==> config.mk <==
export PLATFORM = sky130hd
export DESIGN_NAME = uart_tx_arbiter
export DESIGN_NICKNAME = d
export VERILOG_FILES = /design/src/rtl/uart_tx_arbiter.sv
export SDC_FILE = /design/constraint.sdc
export NUM_CORES = 1
export LEC_CHECK = 0
export CORE_ASPECT_RATIO = 0.9
export CORE_MARGIN = 2
export CORE_UTILIZATION = 25
export CTS_BUF_LIST = sky130_fd_sc_hd__clkbuf_2 sky130_fd_sc_hd__clkbuf_4 sky130_fd_sc_hd__clkbuf_8
export DETAILED_ROUTE_END_ITERATION = 8
export PLACE_DENSITY_LB_ADDON = 0.2
export SLEW_MARGIN = 10
export SYNTH_ARGS = -nofsm -noshare
export SYNTH_HDL_FRONTEND = slang
export SYNTH_SLANG_ARGS = --single-unit
==> constraint.sdc <==
create_clock -name clk -period 2.6 [get_ports clk]
set_input_delay 0.52 -clock clk [delete_from_list [all_inputs] [get_ports clk]]
set_output_delay 0.52 -clock clk [all_outputs]
set_load 0.1 [all_outputs]
==> src/rtl/uart_tx_arbiter.sv <==
// Round-robin arbiter that shares one UART transmitter between N_REQ
// byte producers. A grant is held for a whole message, so messages never
// interleave on the line. A stalled message is dropped after MAX_GAP idle
// cycles.
module uart_tx_arbiter #(
  parameter int N_REQ   = 4,
  parameter int W       = 8,
  parameter int MAX_GAP = 1023
) (
  input  logic                     clk,
  input  logic                     rst_n,
  input  logic [N_REQ-1:0]         req_valid,
  input  logic [N_REQ*W-1:0]       req_data,
  input  logic [N_REQ-1:0]         req_last,
  output logic [N_REQ-1:0]         req_ready,
  output logic [W-1:0]             tx_data,
  output logic                     tx_send,
  input  logic                     tx_rdy,
  output logic [$clog2(N_REQ)-1:0] grant_id,
  output logic                     busy,
  output logic                     abort
);

  localparam int IW = $clog2(N_REQ);
  localparam int GW = $clog2(MAX_GAP + 1);
  localparam logic [GW-1:0] GAP_MAX = GW'(MAX_GAP);

  localparam logic [1:0] S_IDLE      = 2'd0;
  localparam logic [1:0] S_LOAD      = 2'd1;
  localparam logic [1:0] S_WAIT_ACK  = 2'd2;
  localparam logic [1:0] S_WAIT_DONE = 2'd3;

  logic [1:0]    state;
  logic [IW-1:0] ptr;
  logic [GW-1:0] gap_cnt;
  logic          last_q;

  logic          found;
  logic [IW-1:0] pick;
  logic          sel_valid;
  logic          sel_last;
  logic [W-1:0]  sel_data;
  logic [IW-1:0] grant_next;
  logic          handshake;

  // Round-robin pick: first valid index at or above ptr, else wrap to the lowest valid index below it
  always_comb begin
    found = 1'b0;
    pick  = '0;
    for (int i = 0; i < N_REQ; i++) begin
      if (!found && req_valid[i] && (IW'(i) >= ptr)) begin
        found = 1'b1;
        pick  = IW'(i);
      end
    end
    for (int i = 0; i < N_REQ; i++) begin
      if (!found && req_valid[i]) begin
        found = 1'b1;
        pick  = IW'(i);
      end
    end
  end

  // Route the granted requester's valid/data/last onto a single set of wires
  always_comb begin
    sel_valid = 1'b0;
    sel_last  = 1'b0;
    sel_data  = '0;
    for (int i = 0; i < N_REQ; i++) begin
      if (grant_id == IW'(i)) begin
        sel_valid = req_valid[i];
        sel_last  = req_last[i];
        sel_data  = req_data[i*W +: W];
      end
    end
  end

  // Pointer value that places the current grant last in the next round
  always_comb begin
    if (grant_id == IW'(N_REQ - 1)) begin
      grant_next = '0;
    end else begin
      grant_next = grant_id + IW'(1);
    end
  end

  // Only the granted requester may see ready, and only while the transmitter is idle
  always_comb begin
    req_ready = '0;
    handshake = 1'b0;
    if (state == S_LOAD) begin
      handshake = tx_rdy && sel_valid;
      for (int i = 0; i < N_REQ; i++) begin
        if (grant_id == IW'(i)) begin
          req_ready[i] = tx_rdy && req_valid[i];
        end
      end
    end
  end

  assign busy = (state != S_IDLE);

  // Control FSM: grant lock, round-robin pointer, gap timeout and abort pulse
  always_ff @(posedge clk) begin
    if (!rst_n) begin
      state    <= S_IDLE;
      ptr      <= '0;
      gap_cnt  <= '0;
      grant_id <= '0;
      abort    <= 1'b0;
    end else begin
      abort <= 1'b0;
      case (state)
        S_IDLE: begin
          if (found) begin
            grant_id <= pick;
            gap_cnt  <= '0;
            state    <= S_LOAD;
          end
        end
        S_LOAD: begin
          if (handshake) begin
            gap_cnt <= '0;
            state   <= S_WAIT_ACK;
          end else if (!sel_valid) begin
            if (gap_cnt == GAP_MAX) begin
              abort <= 1'b1;
              ptr   <= grant_next;
              state <= S_IDLE;
            end else begin
              gap_cnt <= gap_cnt + GW'(1);
            end
          end
        end
        S_WAIT_ACK: begin
          if (!tx_rdy) begin
            state <= S_WAIT_DONE;
          end
        end
        S_WAIT_DONE: begin
          if (tx_rdy) begin
            if (last_q) begin
              ptr   <= grant_next;
              state <= S_IDLE;
            end else begin
              state <= S_LOAD;
            end
          end
        end
        default: state <= S_IDLE;
      endcase
    end
  end

  // Datapath: capture the byte and end-of-message flag on the handshake, pulse tx_send once
  always_ff @(posedge clk) begin
    if (!rst_n) begin
      tx_data <= '0;
      tx_send <= 1'b0;
      last_q  <= 1'b0;
    end else begin
      tx_send <= 1'b0;
      if (handshake) begin
        tx_data <= sel_data;
        tx_send <= 1'b1;
        last_q  <= sel_last;
      end
    end
  end

endmodule

==> metrics, run 1 <==
Req. time, crit path 2.08 ns; CP arrival 2.01 ns; post-CTS setup buffer count 0; Root Driver clkbuf_8; DRC viols 0; syn nets approximately 260; cell accounting for the most synthesized area dfxtp_1; hpwl dp approximately 4000 µm; Rows 28; Synth Area per Inst 7.880 µm²; r2r setup slk around 0.30 ns; vias per cell around 5; worst skew pair latency 0.28 ns; fin. max-slew vios 0; clk slew on worst S/H paths 0.10 ns; Clock Skews around 0.0092 ns; RSZ-0062 raised after global routing no; Hold Worst Slack 0.4877 ns; Area Overhead vs Synth 49.19%; Port Buffer Count 59; Synth top area share 0.3191; fin crit share 0.9740; n_diodes 0; Critical Setup Path Class input port to output pin; Setup Total Neg Slack 0 ns; Final setup viols 0; hold depth 2; GP Congestion 0.7566; commonest cells in the netlist 30 x a21oi_1, 27 x dfxtp_1, 20 x o21ai_0; hold buffer count at cts 0; Core ar. 0.006551 mm²; die height slightly above 80 µm; largest net degree at the start of global routing 21; Worst Reg-to-Reg Cells 8; first-pass GRT wire length approximately 8400 µm; Die Wd 90.77 µm; initial antenna violation count 0; worst reg2reg path startpoint grant_id[0]$_SDFFE_PN0P_; cts bufs inserted 3; H-tree depth 1; most frequent cell after synthesis a21oi_1; Worst-Margin Slew ~0.42 ns; Syn Std Cell Area roughly 0.0017 mm²; Post-Route WL ~5100 µm; layout cells sized above 1 0.1786; CTS tree built; Hold Violations, Final 0; die footprint 0.007452 mm²; worst hold path class flop to flop; asr flop ratio synth 0; most frequently used flop master after synthesis dfxtp_1; Hold EP gap_cnt[7]$_SDFFE_PN0P_; final instance area about 0.0025 mm²; Mapped Cells approximately 220; GRT overflow 0; First-pass DRT Iterations 4; max-cap violations 0; number of global-route vias before repair roughly 1.7k; status complete, no violations; Cell Pwr Density 469.1 mW/mm²; DRT iter0 DRCs between 60 and 70; startpoint types input port; DR vias around 1.9k; Max Clk Rate about 400 MHz; Final Core Density 0.3858; Final nets 329; Resize count post-CTS 0; sequential element share of the synthesized area 0.3191; Ports 60; Routed Antenna Nets 0; #FFs+latches synth 27; CTS sink count 27; Placed Cells 366; Area after DPL roughly 0.0025 mm²; leakage approximately 0.94 nW; Post-synth EDFFs 0; Cell variety after synth 42; Tmin final roughly 2.5 ns; WL per Instance roughly 14 µm; Layout Cells excl Fill 370; total global-route track usage 0.1385; FF-to-FF End gap_cnt[5]$_SDFFE_PN0P_; clk buf depth 2; max_slew headroom 0.7133; HP Start gap_cnt[7]$_SDFFE_PN0P_; Initial Utilization 0.2586; Synth area leaders dfxtp_1 32%, a21oi_1 8.9%, o21ai_0 5.9%, nor2b_1 4.8%, a221oi_1 4.7%; crit end category output pin; peak fanout along the critical path 6; worst vdd ir between 0.0002 and 0.0003 V; Synth Warn # 0
==> area by class of cell <==
| type | instances | area, µm² |
|---|---|---|
| Tap cell | 90 | 112.6 |
| Inverter | 9 | 33.78 |
| Fill cell | 689 | 4024 |
| Multi-Input combinational cell | 165 | 1059 |
| Sequential cell | 27 | 543.0 |
| Timing Repair Buffer | 75 | 730.7 |
| Clock inverter | 1 | 7.507 |
| Clock buffer | 3 | 41.29 |
==> cells by family after synthesis <==
kind of cell	Yosys count	share of synthesized area
DFF	27	0.3191
and+or+nand+nor	79	0.2762
buffers and inverters	23	0.05834
AOI/OAI and AO/OA	79	0.2976
adders and majority gates	5	0.03693
muxes	2	0.01182
==> how the worst max path moves through the flow <==
stage | cells past startpoint | from | slack (ns) | end
2_1_floorplan | 8 | grant_id[0]$_SDFFE_PN0P_ | 0.03 | gap_cnt[2]$_SDFFE_PN0P_
3_3_place_gp | 7 | req_valid[1] | 0.04 | gap_cnt[9]$_SDFFE_PN0P_
3_5_place_dp | 7 | req_valid[1] | 0.004 | gap_cnt[5]$_SDFFE_PN0P_
4_1_cts | 5 | tx_rdy | 0.06 | req_ready[0]
5_1_grt | 5 | tx_rdy | 0.03 | req_ready[0]
6_report | 5 | tx_rdy | 0.07 | req_ready[0]
==> power by group <==
group / internal [W] / total (W) / switching, W / leakage, nW
logic: 0.000185 / 0.000476 / 0.000291 / 0.693
clock network: 0.000109 / 0.000255 / 0.000145 / 0.0217
registers: 0.000436 / 0.000455 / 0.0000193 / 0.220
==> state kept, by name, indices dropped and copies added (netlist names), named ones only <==
name	count
last_q	1
abort	1
ptr	2
grant_id	2
state	1
gap_cnt	10
tx_data	8
tx_send	1
==> through the flow <==
stage | worst slack, ns | power [W]
2_1_floorplan | 0.03226 | 0.0007717
3_3_place_gp | 0.03957 | 0.0009403
3_5_place_dp | 0.003875 | 0.0009421
4_1_cts | 0.06360 | 0.001206
5_1_grt | 0.02751 | 0.001263
6_report | 0.06766 | 0.001186
==> cell usage in the layout (no fill, tap or decap), types with 2 or more instances in the layout <==
master | Yosys | routed
clkdlybuf4s50_1 | 0 | 42
a21oi_1 | 30 | 30
buf_4 | 0 | 28
dfxtp_1 | 27 | 25
o21ai_0 | 20 | 20
nor2b_1 | 13 | 13
nor3_1 | 12 | 12
nor2_1 | 10 | 10
inv_1 | 9 | 9
a221oi_1 | 9 | 9
nand3_1 | 7 | 7
o31ai_1 | 6 | 6
nand2_1 | 6 | 6
or4_1 | 5 | 5
ha_1 | 5 | 5
buf_12 | 0 | 5
and3_1 | 7 | 4
and3_2 | 0 | 3
and4_1 | 3 | 3
nor4_1 | 3 | 3
a311oi_1 | 3 | 3
clkbuf_8 | 0 | 3
nand2b_1 | 2 | 2
nand3b_1 | 2 | 2
a211oi_2 | 2 | 2
nand4_1 | 2 | 2
mux2i_1 | 2 | 2
dfxtp_2 | 0 | 2
==> worst max-delay path, stage by stage <==
cell	delay [ns]
clkdlybuf4s50_1	0.59
inv_1	0.12
nor2_1	0.31
and3_1	0.27
buf_12	0.19
==> metal layers <==
layer  part of all wire  wire (µm)  vias to the layer above  track usage
met3              0.047        241                        2      0.02541
met2               0.46       2333                       45       0.2216
met5                  0          0                        -            0
met4             0.0066         34                        0      0.03636
li1                   -          -                      951            -
met1               0.49       2512                      859       0.1942
No activity file was read; power rests on OpenSTA's default activity.
==> run 2, diff against run 1 <==
==> constraint.sdc (replaced) <==
create_clock -name clk -period 2.6 [get_ports clk]
set_input_delay 0.52 -clock clk [delete_from_list [all_inputs] [get_ports clk]]
set_output_delay 0.52 -clock clk [all_outputs]
set_load 0.01 [all_outputs]
==> metrics, run 2 (synthesized netlist as in run 1, its figures left out) <==
post-CTS setup buffer count 0; worst hold path class flop to flop; hold buffer count at cts 0; max_slew headroom 0.5249; Post-Route WL 5469 µm; hpwl dp ~4000 µm; die height ~82 µm; Tmin final between 2 and 3 ns; Area Overhead vs Synth 50.44%; number of global-route vias before repair around 1.7k; cts bufs inserted 3; leakage 0.9234 nW; Clock Skews between 0.003 and 0.004 ns; commonest cells after routing, fill and taps aside 59 x clkdlybuf4s50_1, 30 x a21oi_1, 27 x dfxtp_1; Die Wd between 90 and 100 µm; Largest regs gap_cnt: 10 flops, tx_data: 8 flops; CTS tree built; largest net degree at the start of global routing 20; n_diodes 0; max layer used met4; Final setup viols 0; Resize count post-CTS 0; DRT iter0 DRCs 92; crit end category output pin; peak fanout along the critical path 5; Routed Antenna Nets 0; status complete, no violations; metal2 WL about 2500 µm; Req. time, crit path roughly 2.1 ns; most common cell after layout, fill and taps aside clkdlybuf4s50_1; startpoint types input port; First-pass DRT Iterations 4; H-tree depth 1; first-pass GRT wire length between 8000 and 9000 µm; CP arrival 2.02 ns; total global-route track usage 0.1375; RSZ-0062 raised after global routing no; Initial Utilization 0.2586; M1 WL 2705 µm; Core ar. around 0.0066 mm²; GP Congestion 0.8077; Rows 28; Root Driver clkbuf_8; Final nets approximately 340; CTS sink count 27; initial antenna violation count 0; GRT overflow 0; Port Buffer Count 59; DR vias 1886; DRC viols 0; Reg with most FFs gap_cnt; Hold Worst Slack 0.4797 ns; max-cap violations 0; Critical Setup Path Class input port to output pin; Ports 60; number of flip-flops in the largest register 10; worst skew pair latency 0.28 ns; clk slew on worst S/H paths approximately 0.10 ns; clk buf depth 2; WL per Instance around 15 µm; vias per cell roughly 5; fin. max-slew vios 0; layout cells sized above 1 0.1224; Design Power about 0.0011 W; die footprint 0.007452 mm²; DR WL met3 182 µm; fin crit share 0.9759; Hold Violations, Final 0; Worst-Margin Slew roughly 0.7 ns; worst vdd ir between 0.0002 and 0.00025 V; Max Clk Rate around 400 MHz; Cell Pwr Density roughly 430 mW/mm²
[run 2: changes by cell type in the layout (fill, tap and decap cells not counted)]
cell | before | now
dfxtp_1 | 25 | 27
and3_2 | 3 | 0
buf_4 | 28 | 22
clkinvlp_4 | 1 | 0
clkbuf_4 | 0 | 1
buf_12 | 5 | 0
dfxtp_2 | 2 | 0
ha_1 | 5 | 4
ha_2 | 0 | 1
and3_1 | 4 | 7
clkdlybuf4s50_1 | 42 | 59
[run 2: layer usage]
layer | track usage | up-vias
met1 | 0.1813 | 890
met4 | 0.02727 | 0
met2 | 0.2358 | 37
met3 | 0.02995 | 2
li1 | - | 957
met5 | 0 | -
[run 2: power breakdown]
part | switching, W | leakage (nW) | internal [W]
clock | 0.000147 | 0.0262 | 0.000121
sequential | 0.0000195 | 0.219 | 0.000435
combinational | 0.000174 | 0.678 | 0.000190
total | 0.000341 | 0.923 | 0.000746
[run 2: area by class of cell]
type                    instances  area (µm²)
fillers                       684        4003
multi-input cells             165        1057
repair buffers                 81       755.7
flip-flops and latches         27       540.5
well taps                      90       112.6
clock buffers                   4       48.80
inverters                       9       33.78
[run 2: through the flow]
step / utilization / cell area, µm² / cells / worst slack, ns / TNS [ns]
2_1_floorplan: - / 1694 / 215 / 0.3484 / 0
3_3_place_gp: 0.3812 / 2497 / 372 / 0.006757 / 0
6_report: 0.3890 / 2549 / 376 / 0.06274 / 0
3_5_place_dp: 0.3812 / 2497 / 372 / -0.04612 / -0.1253
5_1_grt: 0.3890 / 2549 / 376 / 0.01131 / 0
4_1_cts: 0.3887 / 2546 / 376 / 0.04481 / 0
[run 2: worst paths after layout]
kind,depth (start not counted),from,endpoint,slack [ns]
setup / recovery,6,tx_rdy,req_ready[3],0.06
hold / removal,2,gap_cnt[7]$_SDFFE_PN0P_,gap_cnt[7]$_SDFFE_PN0P_,0.48
setup reg to reg,8,grant_id[1]$_SDFFE_PN0P_,gap_cnt[6]$_SDFFE_PN0P_,0.24
hold reg to reg,2,gap_cnt[7]$_SDFFE_PN0P_,gap_cnt[7]$_SDFFE_PN0P_,0.48
[run 2: critical path: stages]
cell,delay [ns]
clkdlybuf4s50_1,0.49
inv_1,0.06
nor2_1,0.10
buf_4,0.14
and3_1,0.15
clkdlybuf4s50_1,0.56
==> run 3, diff against run 2 <==
Settings changed: CELL_PAD_IN_SITES_DETAIL_PLACEMENT set to 0, CELL_PAD_IN_SITES_GLOBAL_PLACEMENT set to 1, DONT_BUFFER_PORTS set to 1.
==> metrics, run 3 (synthesized netlist as in run 1, its figures left out) <==
combinational share of power 0.247; HP Start rst_n; Hold Violations, Final 0; H-tree depth 1; Setup Total Neg Slack 0 ns; die footprint 0.007452 mm²; FF-to-FF End gap_cnt[9]$_SDFFE_PN0P_; hold buffer count at cts 0; initial antenna violation count 0; Root Driver clkbuf_8; cts bufs inserted 3; worst vdd ir roughly 0.00019 V; commonest cells after routing, fill and taps aside 30 x a21oi_1, 27 x dfxtp_1, 20 x o21ai_0; Worst Reg-to-Reg Cells 7; Rows 28; Setup WS pre-CTS 0.2398 ns; max-cap violations 0; worst hold path class input port to flop; CP arrival approximately 2.5 ns; crit end category flop; Final Core Density 0.2872; WL per Instance between 15 and 20 µm; layout cells sized above 1 0.1065; Initial Utilization 0.2586; Ports 60; max_slew headroom 0.5636; Filler Cell Count 732; Reg with most FFs gap_cnt; Final setup viols 0; critical path's top delay family simple AND/OR/NAND/NOR gates; Area after DPL approximately 0.0018 mm²; Clock Skews ~0.0038 ns; Area Overhead vs Synth 11.08%; Bufs and invs on worst path 1; first-pass GRT wire length around 7500 µm; leakage 0.6481 nW; Cell Pwr Density around 500 mW/mm²; r2r setup slk around 0.3 ns; Worst path max stage delay about 0.55 ns; Critical Setup Path Class flop to flop; DRC viols 0; Largest regs gap_cnt: 10 flops, tx_data: 8 flops; n_diodes 0; clock share of power 0.272; DR vias 1638; Cell Chain, Critical Path buf_4 -> ha_1 -> nor3b_1 -> a211oi_2 -> a211o_1 -> or4_1 -> a21oi_1; CTS tree built; slowest CP cell or4_1; sequential share of power 0.481; hpwl dp around 3500 µm; GRT overflow 0; Final nets 265; Worst-Margin Slew around 0.65 ns; number of global-route vias before repair ~1.5k; fin crit share 0.8878; Routed Antenna Nets 0; post-CTS setup buffer count 0; worst skew pair latency ~0.27 ns; final instance area around 0.0019 mm²; hold depth 2; Net Sw Frac 0.3171; Pint around 0.00065 W; vias per cell 5.353; most common cell after layout, fill and taps aside a21oi_1; Die Wd just over 90 µm; total global-route track usage 0.1243; First-pass DRT Iterations 4; die height 82.10 µm; peak fanout along the critical path 14; Tmin final approximately 2.3 ns; Post-Route WL about 4700 µm; Switch Pwr 0.0003032 W; Req. time, crit path about 2.8 ns; clk slew on worst S/H paths 0.10 ns; worst reg2reg path startpoint grant_id[0]$_SDFFE_PN0P_; number of flip-flops in the largest register 10; status complete, no violations; Max Clk Rate 433.2 MHz; Resize count post-CTS 0; Hold EP tx_data[0]$_SDFFE_PN0P_; worst setup margin between 0.2 and 0.3 ns; GP Congestion ~0.82; Core ar. ~0.0066 mm²; RSZ-0062 raised after global routing no; fin. max-slew vios 0; Port Buffer Count 0; clk buf depth 2; CTS sink count 27; DRT iter0 DRCs 64; startpoint types flop; largest net degree at the start of global routing 21
[run 3: changes by cell type in the layout (fill, tap and decap cells not counted), sizes merged]
cell	change
buf	-11
clkdlybuf4s50	-59
[run 3: cell type report]
class	count	area, µm²	share of cell area
Multi-Input combinational cell	165	1064	0.5652
Sequential cell	27	540.5	0.2872
Tap cell	90	112.6	0.05984
Timing Repair Buffer	11	82.58	0.04388
Clock buffer	4	48.80	0.02593
Inverter	9	33.78	0.01795
[run 3: power by group through the flow]
| stage | Combinational (W) | Sequential, W | Clock [W] |
|---|---|---|---|
| 2_1_floorplan | 0.000185 | 0.000465 | 0 |
| 3_3_place_gp | 0.000240 | 0.000469 | 0 |
| 3_5_place_dp | 0.000237 | 0.000469 | 0 |
| 4_1_cts | 0.000238 | 0.000460 | 0.000277 |
| 5_1_grt | 0.000272 | 0.000464 | 0.000287 |
| 6_report | 0.000236 | 0.000460 | 0.000260 |
[run 3: stage by stage]
| stage | power (W) | std cells | hold WS, ns |
|---|---|---|---|
| after floorplan | 0.0006506 | 215 | 0.4385 |
| after global placement | 0.0007094 | 302 | 0.4571 |
| after detailed placement | 0.0007062 | 302 | 0.4671 |
| after CTS | 0.0009748 | 306 | 0.3563 |
| after global routing | 0.001024 | 306 | 0.3590 |
| final | 0.0009563 | 306 | 0.3685 |
[run 3: metal layers]
metal	share of wire	GRT usage	wire, µm
met1	0.49	0.1754	2306
met2	0.44	0.1888	2066
met3	0.063	0.02813	296
met4	0.0085	0.04091	40
met5	0	0	0
[run 3: how the worst max path moves through the flow]
| stage | startpoint | end | slack [ns] | depth (start not counted) |
|---|---|---|---|---|
| 3_5_place_dp | gap_cnt[1]$_SDFFE_PN0P_ | gap_cnt[1]$_SDFFE_PN0P_ | 0.24 | 7 |
| 6_report | grant_id[0]$_SDFFE_PN0P_ | gap_cnt[9]$_SDFFE_PN0P_ | 0.29 | 7 |
| 4_1_cts | gap_cnt[1]$_SDFFE_PN0P_ | gap_cnt[1]$_SDFFE_PN0P_ | 0.22 | 7 |
| 3_3_place_gp | grant_id[0]$_SDFFE_PN0P_ | gap_cnt[1]$_SDFFE_PN0P_ | 0.29 | 8 |
| 5_1_grt | grant_id[0]$_SDFFE_PN0P_ | gap_cnt[5]$_SDFFE_PN0P_ | 0.10 | 7 |
| 2_1_floorplan | grant_id[0]$_SDFFE_PN0P_ | gap_cnt[2]$_SDFFE_PN0P_ | 0.35 | 8 |
